==> config.mk <==
export PLATFORM = sky130hd
export DESIGN_NAME = irq_ctrl
export DESIGN_NICKNAME = d
export VERILOG_FILES = /design/src/rtl/irq_pkg.sv /design/src/rtl/irq_prio_enc.sv /design/src/rtl/irq_ctrl.sv
export SDC_FILE = /design/constraint.sdc
export NUM_CORES = 1
export LEC_CHECK = 0
export ABC_AREA = 1
export BUFFER_PORTS_ARGS = -buffer_cell sky130_fd_sc_hd__buf_4
export CORE_AREA = 2 2 58 60
export CTS_CLUSTER_DIAMETER = 80
export DETAILED_ROUTE_END_ITERATION = 8
export DIE_AREA = 0 0 60 62
export PLACE_DENSITY = 0.74
export SLEW_MARGIN = 20
export SYNTH_ARGS = -nofsm -noshare
export SYNTH_HDL_FRONTEND = slang
export SYNTH_HIERARCHICAL = 1
export SYNTH_SLANG_ARGS = --single-unit
==> constraint.sdc <==
create_clock -name clk -period 1.1 [get_ports clk]
set_input_delay 0.055 -clock clk [delete_from_list [all_inputs] [get_ports clk]]
set_output_delay 0.055 -clock clk [all_outputs]
set_load 0.02 [all_outputs]
==> src/rtl/irq_pkg.sv <==
// irq_pkg: shared constants for the interrupt controller (register offsets, source indices, HWInt width)
package irq_pkg;
  localparam logic [3:0] OFF_PEND  = 4'h0;
  localparam logic [3:0] OFF_MASK  = 4'h4;
  localparam logic [3:0] OFF_ID    = 4'h8;
  localparam logic [3:0] OFF_SWSET = 4'hC;
  localparam int SRC_TC0 = 0;
  localparam int SRC_TC1 = 1;
  localparam int SRC_EXT = 2;
  localparam int HW_W = 6;
endpackage

==> src/rtl/irq_prio_enc.sv <==
// irq_prio_enc: lowest-index priority encoder; ports: req (N requests) -> idx (winner), vld (any request)
module irq_prio_enc #(
  parameter int N = 3
) (
  input  logic [N-1:0] req,
  output logic [2:0]   idx,
  output logic         vld
);
  always_comb begin
    idx = '0;
    for (int i = N - 1; i >= 0; i--)
      if (req[i]) idx = 3'(i);
  end
  assign vld = |req;
endmodule

==> src/rtl/irq_ctrl.sv <==
// irq_ctrl: memory-mapped interrupt controller with pend/mask/ID/SWSET registers feeding CP0 HWInt
// ports: clk, reset (async, active-high); bus Addr/WE/Din/Dout; src raw requests; HWInt registered pend&mask; IRQ = |HWInt
module irq_ctrl
  import irq_pkg::*;
#(
  parameter int              N_SRC     = 3,
  parameter logic [N_SRC-1:0] EDGE_MASK = 3'b100,
  parameter logic [31:0]     BASE      = 32'h0000_7F20
) (
  input  logic             clk,
  input  logic             reset,
  input  logic [31:2]      Addr,
  input  logic             WE,
  input  logic [31:0]      Din,
  output logic [31:0]      Dout,
  input  logic [N_SRC-1:0] src,
  output logic [HW_W-1:0]  HWInt,
  output logic             IRQ
);
  logic [N_SRC-1:0] pend, mask, src_prev, set, w1c, swset, pm;
  logic [3:0] off;
  logic [2:0] id_idx;
  logic hit, wr, id_vld, unused_din;
  assign hit = Addr[31:4] == BASE[31:4];
  assign off = {Addr[3:2], 2'b00};
  assign wr = WE & hit;
  assign w1c = (wr && off == OFF_PEND) ? Din[N_SRC-1:0] : '0;
  assign swset = (wr && off == OFF_SWSET) ? Din[N_SRC-1:0] : '0;
  // edge sources need a low->high transition; level sources re-set every cycle while high
  assign set = src & ~(src_prev & EDGE_MASK);
  assign pm = pend & mask;
  assign unused_din = ^Din[31:N_SRC];
  irq_prio_enc #(.N(N_SRC)) u_enc (.req(pm), .idx(id_idx), .vld(id_vld));
  always_ff @(posedge clk or posedge reset) begin
    if (reset) begin
      pend <= '0;
      mask <= '0;
      src_prev <= '0;
      HWInt <= '0;
    end else begin
      pend <= (pend & ~w1c) | set | swset;
      src_prev <= src;
      if (wr && off == OFF_MASK) mask <= Din[N_SRC-1:0];
      HWInt <= HW_W'(pm);
    end
  end
  always_comb
    Dout = !hit              ? '0 :
           off == OFF_PEND   ? 32'(pend) :
           off == OFF_MASK   ? 32'(mask) :
           off == OFF_ID     ? {id_vld, 28'd0, id_idx} : '0;
  assign IRQ = |HWInt;
endmodule

==> results of run 1 <==
==> registers in the layout, indices dropped and copies added, names as in the netlist <==
| name | count |
|---|---|
| src_prev | 1 |
| HWInt | 3 |
| mask | 3 |
| pend | 3 |
==> synthesized netlist by cell type <==
cell | number | area share, %
or3_1 | 1 | 0.59
nor2_2 | 6 | 3.5
inv_1 | 25 | 8.8
nand3_1 | 5 | 2.3
dfrtp_1 | 10 | 23
buf_4 | 32 | 22
nor2_1 | 23 | 8.1
nand2_1 | 36 | 13
conb_1 | 2 | 0.70
nand3_4 | 2 | 3.3
nor2_4 | 1 | 1.1
a21oi_1 | 3 | 1.4
a31oi_1 | 3 | 1.8
nand4_1 | 9 | 5.3
inv_2 | 5 | 1.8
nand2_2 | 2 | 1.2
nor2_8 | 1 | 1.9
==> power breakdown <==
group / total (W) / internal (W) / switching, W
Clock: 0.000326 / 0.000201 / 0.000125
Combinational: 0.000311 / 0.000120 / 0.000191
Sequential: 0.000370 / 0.000369 / 0.000000475
Total: 0.00101 / 0.000690 / 0.000317
==> cell families (layout without fill, tap and decap cells) <==
| group | after synthesis | in the layout | share of synthesized area [%] |
|---|---|---|---|
| other cells | 2 | 32 | 0.702 |
| compound gates | 6 | 6 | 3.16 |
| buf+inv | 62 | 96 | 33.0 |
| flops | 10 | 10 | 23.4 |
| simple gates | 86 | 86 | 39.8 |
==> worst max-delay path, delay by kind of cell, from the launching register on <==
| family | cells | cell delay (ps) |
|---|---|---|
| AO/OA/AOI/OAI | 1 | 130 |
| buffers and inverters | 3 | 260 |
| flip-flops | 1 | 380 |
| AND/OR/NAND/NOR | 4 | 320 |
==> per-stage QoR <==
stage / hold slack (ps) / power [W]
finish: 47.9 / 0.00101
global route: 74.0 / 0.00107
detailed placement: 65.2 / 0.000676
floorplan: -105 / 0.000625
CTS: 47.7 / 0.00101
global placement: 61.9 / 0.000673
==> per-layer routing <==
metal,GRT usage (%),up-vias,wire length (um)
li1,-,568,-
met1,13.2,467,824
met2,23.0,44,1280
met3,1.86,0,181
met4,3.81,0,0
met5,0,-,0
==> area by class of cell <==
class | count | area share [%]
multi-input cells | 124 | 39.7
clock buffers | 4 | 2.34
well taps | 46 | 3.72
inverters | 30 | 7.27
repair buffers | 62 | 30.9
flip-flops and latches | 10 | 16.2
==> final timing paths <==
check	slack, ps	end
min in group asynchronous	320	src_prev[2]$_DFF_PP0_
min	50	pend[1]$_DFF_PP0_
max in group asynchronous	510	pend[1]$_DFF_PP0_
min reg2reg	530	HWInt[2]$_DFF_PP0_
max	-310	Dout[1]
max reg2reg	120	HWInt[1]$_DFF_PP0_
==> timing repair <==
action	CTS	global route
hold buffers	2	0
resized for setup	3	8
hold endpoints to repair	11	0
pin swaps	9	8
buffers inserted	4	4
endpoints found under the setup margin	5	5
gates cloned	0	0
==> results.cfg, run 1 <==
[power]
vdd_drop_max_mv = 0.511
p_leak_nw = 0.877
p_per_area_nw_per_um2 = 650

[setup_path]
crit_path_end_kind = output port
crit_path_max_fanout = 3
cp_data_required_time_ps = 1040
crit_start = pend[1]$_DFF_PP0_
start_kind = register
ff2ff_path_depth = 5
crit_type = register to output port
r2r-start = pend[1]$_DFF_PP0_
worstPathCellList = nand2_1 -> inv_2 -> inv_2 -> nand2_2 -> nor2_2 -> nand3_1 -> a31oi_2 -> buf_4
worstPathArrival_ps = 1350
cp_slowest_cell = dfrtp_1
crit_top_cell = inv_2
crit_path_max_incr_delay_ps = 380

[routing]
drc_errors = 0
drtAntennaViolNets = 0
viasPerCell = 3.91
num_vias = 1079
avgRoutedWirePerCell_um = 8.29
drt-total-wl_um = 2290
first_pass_iters = 6
drt_iter0_drc = 27

[floorplanning]
die_y_um = 62
io_pins = 107
rows = 21
die_x_um = 60
die_area_um2 = 3720
core_area_um2 = 3180
initial_core_util_pct = 33.6

[final_layout]
fin_util_pct = 48.7
fin_nets = 299
final_cell_mix = 58 x buf_4, 35 x nand2_1, 32 x conb_1, 23 x inv_1, 19 x nor2_1
syn2layout_area_growth_pct = 44.8
n_antenna_cell = 0
n_fill_cell = 355
final_common_cell = buf_4
multiInputGateArea_um2 = 614
regArea_um2 = 250
stdcell_count = 276
fin_area_um2 = 1550
drive_above_1_share_pct = 39.6

[placed_design]
io_buffers = 46
pre_cts_ws_ps = -42.1
dp.cells = 264
hpwlAfterDp_um = 1910
placed_cell_area_um2 = 1420
gp_congestion = 0.834

[timing]
finalSetupViolCount = 5
setup_tns_ps = -995
finClkSkew_ps = 4.18
timing_hold_violations_final = 0
period_share_pct = 128
fmax_mhz = 711
slew_viol_final = 0
rsz0062_at_grt = yes
timing.final.crit_period_ps = 1410
finalWorstSetupSlack_ps = -307

[logic_synthesis]
ys_ff_latch = 10
syn_area_per_cell_um2 = 6.44
yosysUniqueCellTypes = 17
syn_inst = 166
syn-cell-area_um2 = 1070
yosysSeqAreaShare_pct = 23.4
ys_warn_count = 6

[run_status]
violations = negative setup slack
status = finished, violations left

[clock_network]
clock_sinks = 10
clk_pin_slew_ps = 60
numCtsBuffers = 3
clock_path_buffers = 2
cts_tree = done
clock_latency_ps = 260
root_buffer = clkbuf_4
htree_levels = 1

[global_route]
grt_max_degree = 11
grt_usage_pct = 11.9
grt_pass1_wl_um = 3310
grt_pass1_vias = 876
antenna_found_initial = 0
grt_overflow = 0

[worst_hold_path]
hold_class = primary input to register
min-delay-start = src[1]
min_path_cells = 5

[flow_run]
max_cap_viol_count = 0
Note: power is estimated with default switching activity, not from simulation.
==> inputs of run 2 (changes only) <==
- CORE_AREA: 2 2 58 60 -> 2 2 63 65
- DIE_AREA: 0 0 60 62 -> 0 0 65 67
- PLACE_DENSITY: 0.74 -> 0.64
==> results.cfg, run 2 (same netlist as run 1, synthesis figures left out) <==
[run_status]
status = finished, violations left
violations = negative setup slack

[routing]
drc_errors = 0
first_pass_iters = 4
avgRoutedWirePerCell_um = 9.15
drt_iter0_drc = 37
drt-total-wl_um = 2520
viasPerCell = 3.93
drtAntennaViolNets = 0
num_vias = 1082

[power]
vdd_drop_max_mv = 0.739
p_per_area_nw_per_um2 = 741
p_leak_nw = 0.875
p_total_w = 0.00118

[timing]
timing.final.crit_period_ps = 1400
finalWorstSetupSlack_ps = -298
finClkSkew_ps = 4.31
period_share_pct = 127
finalSetupViolCount = 5
timing_hold_violations_final = 0
fmax_mhz = 715
setup_tns_ps = -926
slew_viol_final = 0
rsz0062_at_grt = yes

[global_route]
grt_pass1_vias = 928
grt_overflow = 0
grt_max_degree = 11
grt_usage_pct = 11.3
antenna_found_initial = 0
grt_pass1_wl_um = 3740

[final_layout]
final_common_cell = buf_4
top_regs = HWInt (3), mask (3), pend (3)
stdcell_count = 275
drive_above_1_share_pct = 41.0
syn2layout_area_growth_pct = 48.5
n_antenna_cell = 0
final_cell_mix = 54 x buf_4, 33 x nand2_1, 32 x conb_1, 23 x inv_1, 16 x nor2_1
fin_nets = 296

[placed_design]
io_buffers = 46
hpwlAfterDp_um = 2110
dp.cells = 268
pre_cts_ws_ps = -58.9
gp_congestion = 0.847

[floorplanning]
die_y_um = 67
core_area_um2 = 3610
die_x_um = 65
die_area_um2 = 4360
initial_core_util_pct = 29.7
io_pins = 107
rows = 22

[setup_path]
start_kind = register
crit_type = register to output port
crit_path_end_kind = output port
cp_data_required_time_ps = 1040
worstPathArrival_ps = 1340
crit_path_max_fanout = 2

[clock_network]
cts_tree = done
numCtsBuffers = 3
clock_path_buffers = 2
clk_pin_slew_ps = 50
clock_latency_ps = 250
root_buffer = clkbuf_8
clock_sinks = 10
htree_levels = 1

[worst_hold_path]
hold_class = primary input to register

[flow_run]
max_cap_viol_count = 0
==> run 2: path summary, 6_finish.rpt <==
path | from | slack, ps | cells after the start | end
max in group asynchronous | reset | 470 | 3 | src_prev[2]$_DFF_PP0_
worst min register to register | mask[0]$_DFFE_PP0P_ | 540 | 2 | HWInt[0]$_DFF_PP0_
worst max-delay path | pend[1]$_DFF_PP0_ | -300 | 8 | Dout[1]
min in group asynchronous | reset | 350 | 3 | mask[2]$_DFFE_PP0P_
worst max register to register | pend[1]$_DFF_PP0_ | 350 | 3 | HWInt[1]$_DFF_PP0_
worst min-delay path | src[1] | 60 | 5 | pend[1]$_DFF_PP0_
==> run 2: repair_timing <==
action                                 CTS  global route
endpoints found under the hold margin   11             0
resized for setup                        4            17
pin swaps                                3             9
buffers inserted                         0             2
hold buffers                             2             0
setup endpoints to repair                5             5
cloned                                   0             0
==> run 2: stage by stage <==
step / utilization [%] / instance area [um2] / hold WS [ps]
finish: 44.1 / 1590 / 62.7
global route: 44.1 / 1590 / 99.6
CTS: 42.1 / 1520 / 65.7
detailed placement: 39.8 / 1440 / 71.3
global placement: 39.8 / 1440 / 65.0
floorplan: - / 1190 / -105
==> run 2: power by group <==
| part | switching (W) | internal (W) | leakage, nW |
|---|---|---|---|
| Combinational | 0.000203 | 0.000126 | 0.756 |
| Clock | 0.000161 | 0.000316 | 0.0288 |
| Sequential | 0.000000430 | 0.000371 | 0.0904 |
==> run 2: area by class of cell <==
class / instances / area, um2
fillers: 384 / 2020
multi-input cells: 124 / 652
repair buffers: 59 / 459
flip-flops and latches: 10 / 250
inverters: 30 / 113
well taps: 48 / 60.1
clock buffers: 4 / 55.1
==> run 2: critical path, cell delays in order (launching register included) <==
cell and delay, ps:
dfrtp_1 390, nand2_1 90, inv_2 40, inv_2 50
nand2_2 50, nor2_2 60, nand3_1 100, a31oi_2 160
buf_4 170
==> run 2: layer usage <==
layer	GRT usage [%]	vias up	wire (um)
met3	2.36	5	272
met2	21.5	49	1290
met5	0	-	0
met1	11.6	465	903
li1	-	563	-
met4	5.59	0	48
